`config.mk`:
```
export PLATFORM = sky130hd
export DESIGN_NAME = instr_fetch
export DESIGN_NICKNAME = d
export VERILOG_FILES = /design/src/rtl/instr_fetch.sv
export SDC_FILE = /design/constraint.sdc
export NUM_CORES = 1
export LEC_CHECK = 0
export BUFFER_PORTS_ARGS = -buffer_cell sky130_fd_sc_hd__buf_2
export CAP_MARGIN = 0
export CORE_ASPECT_RATIO = 1.5
export CORE_MARGIN = 2
export CORE_UTILIZATION = 30
export CTS_BUF_LIST = sky130_fd_sc_hd__clkbuf_8
export CTS_CLUSTER_DIAMETER = 40
export DETAILED_ROUTE_END_ITERATION = 12
export PLACE_DENSITY = 0.56
export SLEW_MARGIN = 20
export SYNTH_ARGS = -nofsm -noshare
export SYNTH_HDL_FRONTEND = slang
export SYNTH_SLANG_ARGS = --single-unit
```
`constraint.sdc`:
```
create_clock -name clk_i -period 2.98 [get_ports clk_i]
set_input_delay 0.596 -clock clk_i [delete_from_list [all_inputs] [get_ports clk_i]]
set_output_delay 0.596 -clock clk_i [all_outputs]
set_load 0.01 [all_outputs]
```
`src/rtl/instr_fetch.sv`:
```
// Instruction fetch unit: single-outstanding memory requests feeding a 2-entry {pc, instr} FIFO.
// Optional performance counters are enabled by defining INSTR_FETCH_PERF_EN.
module instr_fetch #(
    parameter logic [31:0] RESET_PC = 32'h0000_0000
) (
    input  logic        clk_i,
    input  logic        rst_i,
    input  logic        start_i,
    output logic        imem_req_o,
    output logic [31:0] imem_addr_o,
    input  logic        imem_ack_i,
    input  logic [31:0] imem_data_i,
    input  logic        branch_i,
    input  logic [31:0] branch_addr_i,
    output logic        instr_valid_o,
    input  logic        instr_ready_i,
    output logic [31:0] instr_o,
    output logic [5:0]  op_o,
    output logic [31:0] pc_o
`ifdef INSTR_FETCH_PERF_EN
    ,
    output logic [31:0] fetch_cnt_o,
    output logic [31:0] flush_cnt_o
`endif
);

    typedef enum logic [1:0] {
        IDLE,
        FETCH,
        DRAIN
    } state_t;

    state_t      state_q;
    logic [31:0] pc_q;
    logic        req_q;
    logic [31:0] addr_q;

    logic [31:0] fifo_pc_q  [2];
    logic [31:0] fifo_ins_q [2];
    logic [31:0] fifo_pc_d  [2];
    logic [31:0] fifo_ins_d [2];
    logic [1:0]  count_q;
    logic [1:0]  count_d;
    logic [1:0]  cnt_pop;

    logic        pop;
    logic        ack_ok;
    logic        push;
    logic        slot_ok;
    logic [31:0] redirect_pc;
    logic [31:0] ack_next_pc;

    // Acks only count while a request is actually outstanding, so stray strobes are ignored.
    assign ack_ok      = req_q && imem_ack_i;
    assign pop         = (count_q != 2'd0) && instr_ready_i;
    assign push        = ack_ok && (state_q == FETCH) && !branch_i;
    assign cnt_pop     = count_q - {1'b0, pop};
    assign slot_ok     = !count_d[1];
    assign redirect_pc = branch_i ? branch_addr_i : pc_q;
    assign ack_next_pc = branch_i ? branch_addr_i : (addr_q + 32'd4);

    always_comb begin
        fifo_pc_d  = fifo_pc_q;
        fifo_ins_d = fifo_ins_q;
        count_d    = count_q;
        if (branch_i) begin
            count_d = 2'd0;
        end else begin
            if (pop) begin
                fifo_pc_d[0]  = fifo_pc_q[1];
                fifo_ins_d[0] = fifo_ins_q[1];
            end
            if (push) begin
                fifo_pc_d[cnt_pop[0]]  = addr_q;
                fifo_ins_d[cnt_pop[0]] = imem_data_i;
            end
            count_d = cnt_pop + {1'b0, push};
        end
    end

    always_ff @(posedge clk_i or negedge rst_i) begin
        if (!rst_i) begin
            count_q <= '0;
            for (int unsigned i = 0; i < 2; i++) begin
                fifo_pc_q[i]  <= '0;
                fifo_ins_q[i] <= '0;
            end
        end else begin
            count_q    <= count_d;
            fifo_pc_q  <= fifo_pc_d;
            fifo_ins_q <= fifo_ins_d;
        end
    end

    always_ff @(posedge clk_i or negedge rst_i) begin
        if (!rst_i) begin
            state_q <= IDLE;
            pc_q    <= RESET_PC;
            req_q   <= 1'b0;
            addr_q  <= RESET_PC;
        end else begin
            case (state_q)
                IDLE: begin
                    pc_q <= redirect_pc;
                    if (start_i && slot_ok) begin
                        state_q <= FETCH;
                        req_q   <= 1'b1;
                        addr_q  <= redirect_pc;
                    end
                end
                FETCH: begin
                    if (ack_ok) begin
                        pc_q <= ack_next_pc;
                        if (start_i && slot_ok) begin
                            addr_q <= ack_next_pc;
                        end else begin
                            state_q <= IDLE;
                            req_q   <= 1'b0;
                        end
                    end else if (branch_i) begin
                        state_q <= DRAIN;
                        pc_q    <= branch_addr_i;
                    end
                end
                DRAIN: begin
                    // Request and address stay up until the stale response arrives.
                    pc_q <= redirect_pc;
                    if (ack_ok) begin
                        if (start_i) begin
                            state_q <= FETCH;
                            addr_q  <= redirect_pc;
                        end else begin
                            state_q <= IDLE;
                            req_q   <= 1'b0;
                        end
                    end
                end
                default: begin
                    state_q <= IDLE;
                    req_q   <= 1'b0;
                end
            endcase
        end
    end

    assign imem_req_o    = req_q;
    assign imem_addr_o   = addr_q;
    assign instr_valid_o = (count_q != 2'd0);
    assign instr_o       = fifo_ins_q[0];
    assign op_o          = fifo_ins_q[0][31:26];
    assign pc_o          = fifo_pc_q[0];

`ifdef INSTR_FETCH_PERF_EN
    logic [31:0] fetch_cnt_q;
    logic [31:0] flush_cnt_q;

    always_ff @(posedge clk_i or negedge rst_i) begin
        if (!rst_i) begin
            fetch_cnt_q <= '0;
            flush_cnt_q <= '0;
        end else begin
            if (pop && !branch_i) begin
                fetch_cnt_q <= fetch_cnt_q + 32'd1;
            end
            if (branch_i) begin
                flush_cnt_q <= flush_cnt_q + 32'd1;
            end
        end
    end

    assign fetch_cnt_o = fetch_cnt_q;
    assign flush_cnt_o = flush_cnt_q;
`endif

endmodule

```
## Word-level counts from Yosys, hierarchy flattened

Cells that the tools add are included.

| storage, ports and cells | value |
|---|---|
| bits in registers | 197 |
| output and inout port bits | 104 |
| logic and storage cells | 78 |

| cells by class | value |
|---|---|
| $add $sub $neg | 3 |
| $lt $le $gt $ge | 2 |
| equal/unequal tests | 11 |
| muxes and demuxes | 34 |
| bitwise operators | 2 |
| reduce and logical (&&, ||, !) cells | 17 |

Operators with widths:

| operator | count |
|---|---|
| $mux W32 | 13 |
| $bwmux W64 | 2 |
| $mux W64 | 2 |
| $pmux W32 S3 | 1 |
| $pmux W32 S2 | 1 |
| $add A32 B3 Y32 const B | 1 |
| $demux W32 S1 | 1 |
| $mux W2 | 6 |
| $ne A2 B2 Y1 const B | 6 |
| $logic_and A1 B1 Y1 | 6 |
| $mux W1 | 6 |
| $ne A3 B3 Y1 const B | 2 |
| $pmux W2 S3 | 1 |
| $reduce_and A6 Y1 | 1 |
| $reduce_and A5 Y1 | 1 |
| $reduce_and A4 Y1 | 1 |
| $reduce_bool A2 Y1 | 2 |
| $pmux W1 S3 | 1 |
| $reduce_bool A3 Y1 | 1 |
| $add A2 B1 Y2 | 1 |
| $eq A2 B1 Y1 const B | 1 |
| $eq A2 B2 Y1 const B | 1 |
| $ge A2 B2 Y1 const B | 1 |
| $logic_not A1 Y1 | 2 |
| other kinds (8) | 8 |

## Longest topological paths before layout

| depth | value |
|---|---|
| depth in word-level cells | 10 |
| mapped depth | 13 |
| depth with buffers taken out | 11 |

## Worst setup path after synthesis

Ideal clock, no wire load.

| timing path | value |
|---|---|
| path kind | in2reg |
| from | in branch_i |
| to | reg addr_q[10] (netlist: imem_addr_o[10]) |
| arrival | 2.716 ns |
| data required time | 2.852 ns |
| slack | 0.136 ns |
| stages on the path | 12 |
| path buffers | 4 |
| cells stage by stage | buf_2 > nor3b_4 > nand2_1 > buf_2 > clkinv_1 > ha_1 > xnor3_1 > nor2_2 > o32a_1 > buf_2 > buf_2 > o22ai_1 |

| on the way | value |
|---|---|
| longest elaborated chain between the ends | 8 |

RTL lines:

| element | line | RTL |
|---|---|---|
| start: declaration | 13 | `input logic branch_i,` |
| $logic_not A1 Y1 | 56 | `assign push = ack_ok && (state_q == FETCH) && !branch_i;` |
| $logic_and A1 B1 Y1 | 56 |  |
| $add A2 B1 Y2 | 77 | `count_d = cnt_pop + {1'b0, push};` |
| $mux W2 * | 66 | `if (branch_i) begin` |
| named net count_d[1] | 43 | `logic [1:0] count_d;` |
| $logic_not A1 Y1 * | 58 | `assign slot_ok = !count_d[1];` |
| $logic_and A1 B1 Y1 * | 105, 114 |  |
| $ne A2 B2 Y1 (no line) or $ne A2 B1 Y1 (tied branches) | n/a |  |
| $reduce_and A6 Y1 (no line) * | n/a |  |
| end signal: assignment | 108 | `addr_q <= redirect_pc;` |
| end signal: assignment | 115 | `addr_q <= ack_next_pc;` |
| end signal: assignment | 131 | `addr_q <= redirect_pc;` |
| end: declaration | 36 | `logic [31:0] addr_q;` |

The timed path passes the listed nets; every way through them passes the cells marked *. The select of a mux whose other input is x is not followed.
A chain may end at the register's enable or synchronous reset.

## Final worst setup path

| timing path | value |
|---|---|
| from | reg count_q[0] |
| to | reg addr_q[13] (netlist: imem_addr_o[13]) |

| on the way | value |
|---|---|
| longest elaborated chain between the ends | 9 |

RTL lines:

| element | line | RTL |
|---|---|---|
| start: declaration | 42 | `logic [1:0] count_q;` |
| start signal: assignment | 89 | `count_q <= count_d;` |
| $reduce_bool A2 Y1 | 55 | `assign pop = (count_q != 2'd0) && instr_ready_i;` |
| $logic_and A1 B1 Y1 | 55 |  |
| $sub A2 B1 Y2 * | 57 | `assign cnt_pop = count_q - {1'b0, pop};` |
| $add A2 B1 Y2 * | 77 |  |
| $mux W2 * | 66 |  |
| named net count_d[1] | 43 |  |
| $logic_not A1 Y1 * | 58 |  |
| $logic_and A1 B1 Y1 * | 105, 114 |  |
| $ne A2 B2 Y1 (no line) or $ne A2 B1 Y1 (tied branches) | n/a |  |
| $reduce_and A6 Y1 (no line) * | n/a |  |

The timed path passes the listed nets; every way through them passes the cells marked *.

==> metrics.md <==
| Metric | Value |
|---|---|
| Worst path most repeated cell | `inv_1` |
| Crit-path max cell delay | `0.41 ns` |
| Critical Path RT | `3.36 ns` |
| Max Clk Rate | `356 MHz` |
| Share of cells above drive strength 1 | `0.297` |
| Worst VDD drop | `0.287 mV` |
| Critical-path top delay cell | `o32a_1` |
| Die area | `0.0353 mm2` |
| Net Count, Synth | `1077` |
| CTS clk-pin slew, worst paths | `0.10 ns` |
| Worst slew margin | `0.334` |
| Fillers | `3406` |
| Yosys reg bits | `197` |
| Cell taking the most area after synthesis | `dfrtp_1` |
| Initial antenna violation count | `2` |
| Worst hold path class | `primary input to asynchronous set/reset pin` |
| Register area share after synthesis | `0.487` |
| CTS Buf Count | `17` |
| Post-CTS setup buffers | `0` |
| Slew Viols, Final | `0` |
| First-pass GRT wire length | `45900 um` |
| Setup TNS | `0 ns` |
| Worst Setup Start Kind | `flop` |
| CTS H-tree lvls | `4` |
| Tightest hold margin | `0.0995 ns` |
| Num ports | `174` |
| DRC errors left | `0` |
| Port bufs | `173` |
| Post-detailed-route wirelength per cell | `19.4 um` |
| Vias | `7883` |
| Maximum net fanout on the critical path | `40` |
| Worst EP arrival | `3.19 ns` |
| Synth cell types | `64` |
| Total clock sinks | `197` |
| DP HPWL | `20300 um` |
| Worst Max-Slew Pin Slew | `0.998 ns` |
| Post-synth ARST share | `1.00` |
| RSZ-0062 raised after global routing | `false` |
| Latest clock arrival within the worst-skew pair | `0.50 ns` |
| Post-synth top area share | `0.487` |
| Vias in the first global route | `7792` |
| Crit end category | `flop` |
| Total wire length | `29500 um` |
| Fin crit period | `2.81 ns` |
| Routability cong. | `0.806` |
| Die height | `229 um` |
| Run status | `finished, final reports clean` |
| Synth warnings | `0` |
| Final net count | `1159` |
| Initial Util | `0.304` |
| TritonCTS clock tree | `built` |
| Initial DRT Pass Iterations | `6` |
| CTS resizes | `0` |
| Pleak | `0.00504 uW` |
| Skew final | `0.0180 ns` |
| Final-report hold violation count | `0` |
| Mapped Cells | `1004` |
| Endpoints failing setup | `0` |
| CP Cell Sequence | `or2_2 -> nand2_1 -> inv_1 -> ha_1 -> inv_1 -> ha_4 -> xnor3_1 -> nor2_2 -> o32a_1 -> buf_12 -> a221o_1 -> a2bb2oi_1` |
| Cell area power density | `1030 mW/mm2` |
| Num rows | `82` |
| Post-Syn Area | `0.0101 mm2` |
| Grt total ovfl | `0` |
| DRT antenna net count | `0` |
| Via-per-instance ratio | `5.20` |
| Total GRT Usage | `0.169` |
| Largest net degree at the start of global routing | `69` |
| CP Class | `flop to flop` |
| CTS Hold Bufs | `0` |
| Core region area | `0.0333 mm2` |
| Ys flop type | `dfrtp_1` |
| Mapped Avg Cell Area | `10.1 um2` |
| Number of synthesized flops with an enable pin | `0` |
| Core Util, Final | `0.344` |
| Synthesis-to-finish area growth | `13.2%` |
| Final worst-path cycle share | `0.942` |
| Maximum buffer depth of the clock tree | `2` |
| Area contributors post-synth | `dfrtp_1 (49%), mux2_2 (7.1%), a21oi_1 (5.7%)` |
| Max Cap Viol | `0` |
| DR iter-0 viols | `476` |
| Die X-Extent | `154 um` |
| Clock Tree Root | `clkbuf_8` |
## logic make-up after synthesis
logic type | synth area share
AND/OR/NAND/NOR | 0.116
adder cells (fa/ha/maj) | 0.00371
AO/OA/AOI/OAI | 0.164
XOR/XNOR | 0.0256
buffers and inverters | 0.0897
flip-flops | 0.487
multiplexers | 0.114
## per-stage QoR
step / area [um2] / instances / setup WS [ns] / total power (uW)
finish: 11500 / 1517 / 0.172 / 11800
global route: 11500 / 1517 / 0.0502 / 12700
CTS: 11500 / 1516 / 0.167 / 12000
detailed placement: 11100 / 1487 / 0.155 / 10100
global placement: 11100 / 1487 / 0.178 / 9980
floorplan: 10100 / 1004 / 0.136 / 8700
## cell type report
| cell class | count | area (um2) | share of cell area |
|---|---|---|---|
| flip-flops and latches | 197 | 4930 | 0.430 |
| clock inverters | 9 | 129 | 0.0112 |
| inverters | 8 | 30.0 | 0.00262 |
| repair buffers | 215 | 1250 | 0.109 |
| well taps | 420 | 526 | 0.0458 |
| clock buffers | 20 | 275 | 0.0240 |
| multi-input cells | 647 | 4320 | 0.377 |
| diodes | 1 | 2.50 | 0.000218 |
## final timing paths
| check | start | endpoint | slack [ns] | cells past startpoint |
|---|---|---|---|---|
| worst max-delay path | count_q[0]$_DFF_PN0_ | imem_addr_o[13]$_DFFE_PN0P_ | 0.17 | 12 |
| worst min-delay path | rst_i | imem_req_o$_DFFE_PN0P_ | 0.1 | 1 |
| worst max register to register | count_q[0]$_DFF_PN0_ | imem_addr_o[13]$_DFFE_PN0P_ | 0.17 | 12 |
| worst min register to register | flop | flop | 0.51 | 1 |
| max in group asynchronous | rst_i | instr_o[11]$_DFFE_PN0N_ | 2.11 | 2 |
| min in group clk_i | branch_addr_i[29] | pc_q[29]$_DFFE_PN0P_ | 0.33 | 3 |
## layout by cell type (no fill, tap or decap), types with 13 or more instances in the layout
cell type,instances
buf_4,37
dfrtp_1,197
buf_2,172
nand2_1,48
nor2_1,98
xnor2_1,19
a22oi_1,13
clkbuf_8,21
mux2_2,64
o22ai_1,52
a21oi_1,115
o21ai_0,50
mux2i_1,43
and3_1,13
## metal layers
| layer | vias to the layer above | GRT usage | part of all wire |
|---|---|---|---|
| met4 | 0 | 0.0859 | 0.036 |
| met2 | 233 | 0.285 | 0.50 |
| met1 | 3923 | 0.208 | 0.42 |
| li1 | 3676 | - | - |
| met3 | 51 | 0.0295 | 0.044 |
| met5 | - | 0 | 0 |
## cells in the mapped netlist (11+ instances only)
cell type  count
a21oi_1      115
a22oi_1       13
and3_1        13
buf_2         24
buf_4         74
clkbuf_1      51
dfrtp_1      197
mux2_2        64
mux2i_1       43
nand2_1       48
nand3_1       11
nor2_1        99
o21ai_0       50
o22ai_1       52
o2bb2ai_1     12
xnor2_1       19
## power by group
| group | total [uW] | switching [uW] | internal [uW] |
|---|---|---|---|
| clock | 1850 | 971 | 882 |
| sequential | 5060 | 1150 | 3910 |
| combinational | 4930 | 2660 | 2270 |
## critical path, delay by kind of cell, from the launching register on
kind,cells,cell delay (ns)
fa+ha+maj,2,0.49
xor+xnor,1,0.20
buf+inv,3,0.32
simple gates,3,0.46
flops,1,0.39
compound gates,3,0.82
(Power assumes the default switching activity.)
